File: config.mk
export PLATFORM = sky130hd
export DESIGN_NAME = laca_share_ctrl_flat
export DESIGN_NICKNAME = d
export VERILOG_FILES = /design/src/rtl/laca_share_ctrl_pkg.sv /design/src/rtl/laca_share_ctrl_if.sv /design/src/rtl/laca_rr_arb2.sv /design/src/rtl/laca_share_ctrl.sv /design/src/flat_wrapper.sv
export SDC_FILE = /design/constraint.sdc
export NUM_CORES = 1
export LEC_CHECK = 0
export ABC_CLOCK_PERIOD_IN_PS = 1750
export CORE_MARGIN = 5
export CORE_UTILIZATION = 42
export CTS_BUF_LIST = sky130_fd_sc_hd__clkbuf_4 sky130_fd_sc_hd__clkbuf_8 sky130_fd_sc_hd__clkbuf_16
export DETAILED_ROUTE_END_ITERATION = 8
export PLACE_DENSITY = 0.76
export SYNTH_ARGS = -nofsm -noshare
export SYNTH_HDL_FRONTEND = slang
export SYNTH_SLANG_ARGS = --single-unit
File: constraint.sdc
create_clock -name clk -period 1.75 [get_ports clk]
set_clock_uncertainty 0.1 [all_clocks]
set_input_delay 0.4375 -clock clk [delete_from_list [all_inputs] [get_ports clk]]
set_output_delay 0.4375 -clock clk [all_outputs]
set_load 0.005 [all_outputs]
File: src/rtl/laca_share_ctrl_pkg.sv
// Shared types and constants for the time-multiplexed nibble adder controller.
package laca_share_ctrl_pkg;

    localparam int unsigned NIBBLE_W = 4;
    localparam int unsigned ID_W     = 1;

    typedef enum logic [1:0] {
        STATE_IDLE = 2'd0,
        STATE_RUN  = 2'd1,
        STATE_DONE = 2'd2
    } state_e;

endpackage

File: src/rtl/laca_share_ctrl_if.sv
// Request, response and adder-slice signals of laca_share_ctrl as one bundle.
interface laca_share_ctrl_if #(
    parameter int unsigned NIBBLES = 4
);
    import laca_share_ctrl_pkg::*;

    localparam int unsigned W = NIBBLE_W * NIBBLES;

    logic                req0_valid;
    logic                req0_ready;
    logic [W-1:0]        req0_a;
    logic [W-1:0]        req0_b;
    logic                req0_cin;
    logic                req1_valid;
    logic                req1_ready;
    logic [W-1:0]        req1_a;
    logic [W-1:0]        req1_b;
    logic                req1_cin;
    logic [NIBBLE_W-1:0] add_n1;
    logic [NIBBLE_W-1:0] add_n2;
    logic                add_c0;
    logic [NIBBLE_W-1:0] add_sum;
    logic                add_carry;
    logic                resp_valid;
    logic                resp_ready;
    logic [ID_W-1:0]     resp_id;
    logic [W-1:0]        resp_sum;
    logic                resp_cout;

    // Controller side
    modport slave (
        input  req0_valid, req0_a, req0_b, req0_cin,
        input  req1_valid, req1_a, req1_b, req1_cin,
        input  add_sum, add_carry, resp_ready,
        output req0_ready, req1_ready,
        output add_n1, add_n2, add_c0,
        output resp_valid, resp_id, resp_sum, resp_cout
    );

    // Requesters, consumer and adder slice side
    modport master (
        output req0_valid, req0_a, req0_b, req0_cin,
        output req1_valid, req1_a, req1_b, req1_cin,
        output add_sum, add_carry, resp_ready,
        input  req0_ready, req1_ready,
        input  add_n1, add_n2, add_c0,
        input  resp_valid, resp_id, resp_sum, resp_cout
    );

endinterface

File: src/rtl/laca_rr_arb2.sv
// Stateless 2-way round-robin grant; the requester that did not win last time wins a tie.
module laca_rr_arb2 (
    input  logic valid0,
    input  logic valid1,
    input  logic last_grant,
    output logic gnt0_c,
    output logic gnt1_c
);

    always_comb begin
        gnt0_c = valid0 & (~valid1 | last_grant);
        gnt1_c = valid1 & (~valid0 | ~last_grant);
    end

endmodule

File: src/rtl/laca_share_ctrl.sv
// Shares one 4-bit adder slice between two requesters, rippling a wide add
// through it one nibble per cycle with the carry held in a register.
module laca_share_ctrl
    import laca_share_ctrl_pkg::*;
#(
    parameter int unsigned NIBBLES = 4
) (
    input  logic              clk,
    input  logic              rst,
    laca_share_ctrl_if.slave  bus
);

    localparam int unsigned W      = NIBBLE_W * NIBBLES;
    localparam int unsigned K_W    = (NIBBLES > 1) ? $clog2(NIBBLES) : 1;
    localparam logic [K_W-1:0] K_LAST = K_W'(NIBBLES - 1);

    state_e          state_q, state_d;
    logic [K_W-1:0]  k_q, k_d;
    logic            carry_q, carry_d;
    logic            last_grant_q, last_grant_d;
    logic [ID_W-1:0] id_q, id_d;
    logic [W-1:0]    a_q, a_d;
    logic [W-1:0]    b_q, b_d;
    logic            cin_q, cin_d;
    logic [W-1:0]    sum_q, sum_d;
    logic            cout_q, cout_d;
    logic            resp_valid_q, resp_valid_d;

    logic            gnt0_c, gnt1_c;
    logic            ready0_c, ready1_c;
    logic [NIBBLE_W-1:0] add_n1_c, add_n2_c;
    logic            add_c0_c;
    int unsigned     nib_lsb;

    laca_rr_arb2 u_arb (
        .valid0     (bus.req0_valid),
        .valid1     (bus.req1_valid),
        .last_grant (last_grant_q),
        .gnt0_c     (gnt0_c),
        .gnt1_c     (gnt1_c)
    );

    // Next-state, operand capture and per-nibble adder drive
    always_comb begin
        state_d      = state_q;
        k_d          = k_q;
        carry_d      = carry_q;
        last_grant_d = last_grant_q;
        id_d         = id_q;
        a_d          = a_q;
        b_d          = b_q;
        cin_d        = cin_q;
        sum_d        = sum_q;
        cout_d       = cout_q;
        resp_valid_d = resp_valid_q;
        ready0_c     = 1'b0;
        ready1_c     = 1'b0;
        add_n1_c     = '0;
        add_n2_c     = '0;
        add_c0_c     = 1'b0;
        nib_lsb      = NIBBLE_W * 32'(k_q);

        case (state_q)
            STATE_IDLE: begin
                ready0_c = gnt0_c & ~rst;
                ready1_c = gnt1_c & ~rst;
                if (ready0_c | ready1_c) begin
                    id_d         = ID_W'(ready1_c);
                    last_grant_d = ready1_c;
                    a_d          = ready1_c ? bus.req1_a   : bus.req0_a;
                    b_d          = ready1_c ? bus.req1_b   : bus.req0_b;
                    cin_d        = ready1_c ? bus.req1_cin : bus.req0_cin;
                    k_d          = '0;
                    state_d      = STATE_RUN;
                end
            end
            STATE_RUN: begin
                add_n1_c = NIBBLE_W'(a_q >> nib_lsb);
                add_n2_c = NIBBLE_W'(b_q >> nib_lsb);
                add_c0_c = (k_q == '0) ? cin_q : carry_q;
                sum_d    = (sum_q & ~(W'({NIBBLE_W{1'b1}}) << nib_lsb))
                         | (W'(bus.add_sum) << nib_lsb);
                carry_d  = bus.add_carry;
                k_d      = K_W'(k_q + 1'b1);
                if (k_q == K_LAST) begin
                    cout_d       = bus.add_carry;
                    resp_valid_d = 1'b1;
                    state_d      = STATE_DONE;
                end
            end
            STATE_DONE: begin
                if (bus.resp_ready) begin
                    resp_valid_d = 1'b0;
                    state_d      = STATE_IDLE;
                end
            end
            default: begin
                resp_valid_d = 1'b0;
                state_d      = STATE_IDLE;
            end
        endcase
    end

    always_ff @(posedge clk) begin
        if (rst) begin
            state_q      <= STATE_IDLE;
            k_q          <= '0;
            carry_q      <= 1'b0;
            last_grant_q <= 1'b1;
            id_q         <= '0;
            a_q          <= '0;
            b_q          <= '0;
            cin_q        <= 1'b0;
            sum_q        <= '0;
            cout_q       <= 1'b0;
            resp_valid_q <= 1'b0;
        end else begin
            state_q      <= state_d;
            k_q          <= k_d;
            carry_q      <= carry_d;
            last_grant_q <= last_grant_d;
            id_q         <= id_d;
            a_q          <= a_d;
            b_q          <= b_d;
            cin_q        <= cin_d;
            sum_q        <= sum_d;
            cout_q       <= cout_d;
            resp_valid_q <= resp_valid_d;
        end
    end

    assign bus.req0_ready = ready0_c;
    assign bus.req1_ready = ready1_c;
    assign bus.add_n1     = add_n1_c;
    assign bus.add_n2     = add_n2_c;
    assign bus.add_c0     = add_c0_c;
    assign bus.resp_valid = resp_valid_q;
    assign bus.resp_id    = id_q;
    assign bus.resp_sum   = sum_q;
    assign bus.resp_cout  = cout_q;

endmodule

File: src/flat_wrapper.sv
// flat-port wrapper written by rule: the top's interface ports become plain ports
module laca_share_ctrl_flat import laca_share_ctrl_pkg::*;
#(
    parameter int unsigned NIBBLES = 4
)
  (clk, rst, bus_req0_valid, bus_req0_a, bus_req0_b, bus_req0_cin, bus_req1_valid, bus_req1_a, bus_req1_b, bus_req1_cin, bus_add_sum, bus_add_carry, bus_resp_ready, bus_req0_ready, bus_req1_ready, bus_add_n1, bus_add_n2, bus_add_c0, bus_resp_valid, bus_resp_id, bus_resp_sum, bus_resp_cout);
  laca_share_ctrl_if #(.NIBBLES(NIBBLES)) bus_i ();
  input  logic clk;
  input  logic rst;
  input wire logic [$bits(bus_i.req0_valid)-1:0] bus_req0_valid;
  input wire logic [$bits(bus_i.req0_a)-1:0] bus_req0_a;
  input wire logic [$bits(bus_i.req0_b)-1:0] bus_req0_b;
  input wire logic [$bits(bus_i.req0_cin)-1:0] bus_req0_cin;
  input wire logic [$bits(bus_i.req1_valid)-1:0] bus_req1_valid;
  input wire logic [$bits(bus_i.req1_a)-1:0] bus_req1_a;
  input wire logic [$bits(bus_i.req1_b)-1:0] bus_req1_b;
  input wire logic [$bits(bus_i.req1_cin)-1:0] bus_req1_cin;
  input wire logic [$bits(bus_i.add_sum)-1:0] bus_add_sum;
  input wire logic [$bits(bus_i.add_carry)-1:0] bus_add_carry;
  input wire logic [$bits(bus_i.resp_ready)-1:0] bus_resp_ready;
  output wire logic [$bits(bus_i.req0_ready)-1:0] bus_req0_ready;
  output wire logic [$bits(bus_i.req1_ready)-1:0] bus_req1_ready;
  output wire logic [$bits(bus_i.add_n1)-1:0] bus_add_n1;
  output wire logic [$bits(bus_i.add_n2)-1:0] bus_add_n2;
  output wire logic [$bits(bus_i.add_c0)-1:0] bus_add_c0;
  output wire logic [$bits(bus_i.resp_valid)-1:0] bus_resp_valid;
  output wire logic [$bits(bus_i.resp_id)-1:0] bus_resp_id;
  output wire logic [$bits(bus_i.resp_sum)-1:0] bus_resp_sum;
  output wire logic [$bits(bus_i.resp_cout)-1:0] bus_resp_cout;
  assign bus_i.req0_valid = bus_req0_valid;
  assign bus_i.req0_a = bus_req0_a;
  assign bus_i.req0_b = bus_req0_b;
  assign bus_i.req0_cin = bus_req0_cin;
  assign bus_i.req1_valid = bus_req1_valid;
  assign bus_i.req1_a = bus_req1_a;
  assign bus_i.req1_b = bus_req1_b;
  assign bus_i.req1_cin = bus_req1_cin;
  assign bus_i.add_sum = bus_add_sum;
  assign bus_i.add_carry = bus_add_carry;
  assign bus_i.resp_ready = bus_resp_ready;
  assign bus_req0_ready = bus_i.req0_ready;
  assign bus_req1_ready = bus_i.req1_ready;
  assign bus_add_n1 = bus_i.add_n1;
  assign bus_add_n2 = bus_i.add_n2;
  assign bus_add_c0 = bus_i.add_c0;
  assign bus_resp_valid = bus_i.resp_valid;
  assign bus_resp_id = bus_i.resp_id;
  assign bus_resp_sum = bus_i.resp_sum;
  assign bus_resp_cout = bus_i.resp_cout;
  laca_share_ctrl #(.NIBBLES(NIBBLES)) u_core (.clk(clk), .rst(rst), .bus(bus_i));
endmodule
After elaboration in Yosys (flattened, before gate mapping). Cells that the tools add are included.

Latch bits: 0. Word-level logic and storage cells: 63. Bits in registers: 58. Memories kept: 0. Output and inout bits: 30. Input port bits: 76. Memory bits (writable): 0. Bits in read-only memories: 0.

Div/mod/pow operators: 0. Add/subtract/negate cells: 1. Equal/unequal tests: 6. $lt $le $gt $ge: 0. Bitwise operators: 15. Multiplexer cells: 18. Multipliers: 0. Reduce and logical (&&, ||, !) cells: 8. Shift-type cells: 4.

Operator list (count): $mux 16 (2); $shr 16x4->4 (2); $and 16x16->16 (1); $not 16->16 (1); $or 16x16->16 (1); $shl 4x4->16 (1); $shl 4x4->16 const A (1); $mux 2 (4); $mux 4 (2); $mux 1 (7); $pmux 2 s3 (1); $reduce_and 2->1 (3); $reduce_and 3->1 (2); $not 1->1 (5); $and 1x1->1 (4); $eq 2x2->1 const B (2); $logic_not 2->1 (2); $ne 2x1->1 const B (2); $pmux 2 s2 (1); $or 1x1->1 (3); $pmux 1 s3 (1); $add 2x1->2 const B (1); $eq 2x1->1 const B (1); $ne 2x2->1 const B (1); $reduce_bool 2->1 (1).

Longest topological paths before layout.
Depth in word-level cells: 7. Mapped depth: 7. Gate-level depth less buffers: 5.

Modules after synthesis. Synthesis repeated with hierarchy kept, for this count alone.

Cell total of the unflattened synthesis: 279. Area total of the unflattened synthesis: 2842.7 µm².

By module, submodules not included: laca_share_ctrl (seq. area each 1161.1 µm², times used 1, area each 2824.0 µm², cells an instance 276); laca_rr_arb2 (seq. area each 0.0 µm², times used 1, area each 18.8 µm², cells an instance 3).

Least setup slack after synthesis. No wires, ideal clock.

Path kind: register to output. Start point: reg u_core.k_q[0]. End point: out bus_add_n1[2]. Stages on the path, launching flop included: 5. Buffers on the path: 2. Arrival time: 1.388 ns. Required time: 1.212 ns. Slack: -0.176 ns. Cell sequence: dfxtp_1 -> buf_2 -> buf_2 -> mux4_2 -> nor2b_1.

Cells in the longest elaborated chain, start to end: 2.

Ends and longest elaborated chain: start: declaration (line laca_share_ctrl.sv:18) `logic [K_W-1:0] k_q, k_d;`; start signal: assignment (line laca_share_ctrl.sv:119) `k_q <= k_d;`; $shr 16x4->4 (line laca_share_ctrl.sv:78) `add_n1_c = NIBBLE_W'(a_q >> nib_lsb);`; $mux 4 (line laca_share_ctrl.sv:63) `case (state_q)`; end: declaration (line flat_wrapper.sv:23) `output wire logic [$bits(bus_i.add_n1)-1:0] bus_add_n1;`.

No other way between the ends.

Final worst setup path. Same ends and word-level chain as after synthesis.

==> metrics.txt <==
clk buf depth=2; Pwr per Cell Area=between 700 and 800 nW/um^2; outcome=finished with violations; Core ar.=approximately 7600 um^2; Worst EP arrival=around 1.6 ns; power share of the sequential group=0.400; first-pass GRT wire length=~15,000 um; DP Wirelength=around 6400 um; most common cell after layout, fill and taps aside=clkdlybuf4s50_1; die span in y=slightly below 100 um; crit path from=u_core.k_q[0]; dpl ws=-0.669 ns; IO Count=roughly 110; Top Family by Delay on Critical Path=multiplexers; H-tree depth=3; CP endpoint kind=output pin; sequential fraction of the synthesis area=0.358; switching power=just over 0.9 mW; drt first pass iters=4; clock power share=0.374; leak pwr=around 1.8 nW; DR WL met2=around 4700 um; Comb pwr share=0.225; WL met1=3820 um; CP Data Required Time=~1.2 ns; number of synthesized register bits=58; gr usage total=0.193; Initial Util=0.426; Least-Margin Pin Slew=approximately 0.61 ns; initial antenna violation count=1; failing checks=negative setup slack; remaining antenna violation count after routing=0; cts hold-fix bufs=0; clock sinks=58; yosys warns=0; startpoint types=register; Synth Area per Inst=between 9 and 10 um^2; reg-to-reg startpoint=u_core.last_grant_q; fillers=608; R2R setup slack=about 0.050 ns; wire length per cell=~17 um; Tot Pwr=3.61 mW; ANT cells=0; Layout Nets=523; clock-pin slew on the worst setup and hold paths=about 0.060 ns; CTS Root Cell=clkbuf_8; wire length on met3=roughly 660 um; setup ws final=-0.392 ns; Cell Chain, Critical Path=buf_6 > mux4_2 > nor2b_4 > buf_2; Layout area overhead=52.6%; final setup TNS=-3.20 ns; CP max FO=4; Peak supply drop=approximately 0.35 mV; FF+latch area=1180 um^2; CTS tree=done; max capacitance violation total=0; max layer used=met5; period utilisation layout=1.22; Routability Congestion=0.772; switching share of power=0.252; Netlist cell types=37; via count=3,124; slowest CP cell=mux4_2; RSZ-0062 raised after global routing=yes; share of cells above drive strength 1=0.288; Vias/cell=roughly 5.7; total die area=between 9000 and 10,000 um^2; detailed-route DRC error count=0; Syn Inst Count=around 330; Hold Vio Cnt, Final=0; max incr delay on CP=0.51 ns; Final Util=0.651; Max Clock Freq=~470 MHz; final slew viol count=0; mapped cell area=~3200 um^2; Overflow after GRT=0; P_int=about 2.7 mW; # setup viols final=10; clk_lat worst skew=0.33 ns; Rows=32; most frequent cells in the layout=clkdlybuf4s50_1 (85), dfxtp_1 (52), o21ai_0 (36); post-route cell area=roughly 5000 um^2; WP buf/inv=2; Period minus WS final=between 2 and 2.5 ns; area of the multi-input gates=around 2000 um^2; cts bufs inserted=9; Die Width=97.9 um; largest net degree at the start of global routing=58; worst hold-check path type=register to register; placed inst area=between 4000 and 5000 um^2; Worst slew margin=0.593; Syn Nets=roughly 400; number of global-route vias before repair=~3,100; PortBufs=around 110; Setup CP Type=register to output pin; Routed WL=9360 um; Worst Min Path Start=u_core.bus.resp_valid; DRT iter0 DRCs=between 150 and 200
[synthesized netlist by cell type (all sizes together)]
cell     number  area, um^2
mux2i         3        30.0
and4bb        2        25.0
clkinv        1        3.75
inv           2        7.51
and2          1        7.51
a22oi        16         120
a2111oi       1        8.76
and4b         1        10.0
or3b         33         289
nand2b        3        26.3
and3          1        6.26
dfxtp        58        1160
nor3          2        10.0
nand2         3        11.3
clkbuf       28         105
a21boi        1        7.51
a31oi        33         206
nand3b        5        37.5
nor2b         9        56.3
mux4          8         180
a311oi       33         452
nor4b         1        15.0
or2           1        6.26
o21ai        36         180
a21oi         4        20.0
nor2         21        81.3
ha            4        50.1
nor4          1        6.26
a221o         1        10.0
o21a          1        7.51
buf          13         106
[worst min-delay path, stage by stage, from the launching register on]
cell and delay [ns]:
dfxtp_1 0.31, nand2_1 0.05, a21oi_1 0.05
[cell type report]
cell class,count,area share
Multi-Input combinational cell,225,0.398
Timing Repair Buffer,146,0.288
Sequential cell,58,0.238
Clock buffer,15,0.0392
Tap cell,102,0.0258
Clock inverter,1,0.00607
Inverter,3,0.00480
[power by group through the flow]
stage | Combinational (mW) | Clock, mW | Sequential [mW]
final | 0.814 | 1.35 | 1.45
after global routing | 0.881 | 1.44 | 1.45
after CTS | 0.801 | 1.37 | 1.44
after detailed placement | 0.745 | 0 | 1.48
after global placement | 0.729 | 0 | 1.48
after floorplan | 0.426 | 0 | 1.46
[per-layer routing]
layer,GRT usage,vias up
met3,0.0507,16
met4,0.0767,2
met2,0.324,123
met5,0,-
met1,0.236,1474
li1,-,1509
[sequential cells by signal, indices dropped and copies added (netlist names)]
| register | flops |
|---|---|
| u_core.cin_q | 1 |
| u_core.state_q | 2 |
| u_core.a_q | 16 |
| u_core.bus.resp_valid | 1 |
| u_core.bus.resp_cout | 1 |
| u_core.bus.resp_sum | 16 |
| u_core.k_q | 2 |
| u_core.carry_q | 1 |
| u_core.bus.resp_id | 1 |
| u_core.last_grant_q | 1 |
| u_core.b_q | 16 |
[logic make-up (layout without fill, tap and decap cells)]
group                      Yosys count  after routing  synth area share
AOI/OAI and AO/OA                  126            126             0.312
muxes                               11             11            0.0648
buffers and inverters               44            165            0.0686
adders and majority gates            4              4            0.0154
DFF                                 58             58             0.358
and+or+nand+nor                     84             84             0.181
[worst paths after layout]
path | end | cells past startpoint
setup / recovery | bus_add_n1[2] | 4
hold / removal | u_core.bus.resp_valid | 2
setup reg to reg | u_core.a_q[4] | 5
hold reg to reg | u_core.bus.resp_valid | 2
[repair_timing]
item                                    in CTS  in global routing
buffers inserted                            10                  2
endpoints found under the setup margin      49                 62
pin swaps                                    7                  1
gates resized for setup                     82                 19
[stage by stage]
step	cells	hold WS, ns
floorplan	327	0.353
global placement	522	0.352
detailed placement	522	0.354
CTS	548	0.363
global route	550	0.385
finish	550	0.361
(Power assumes the default switching activity.)
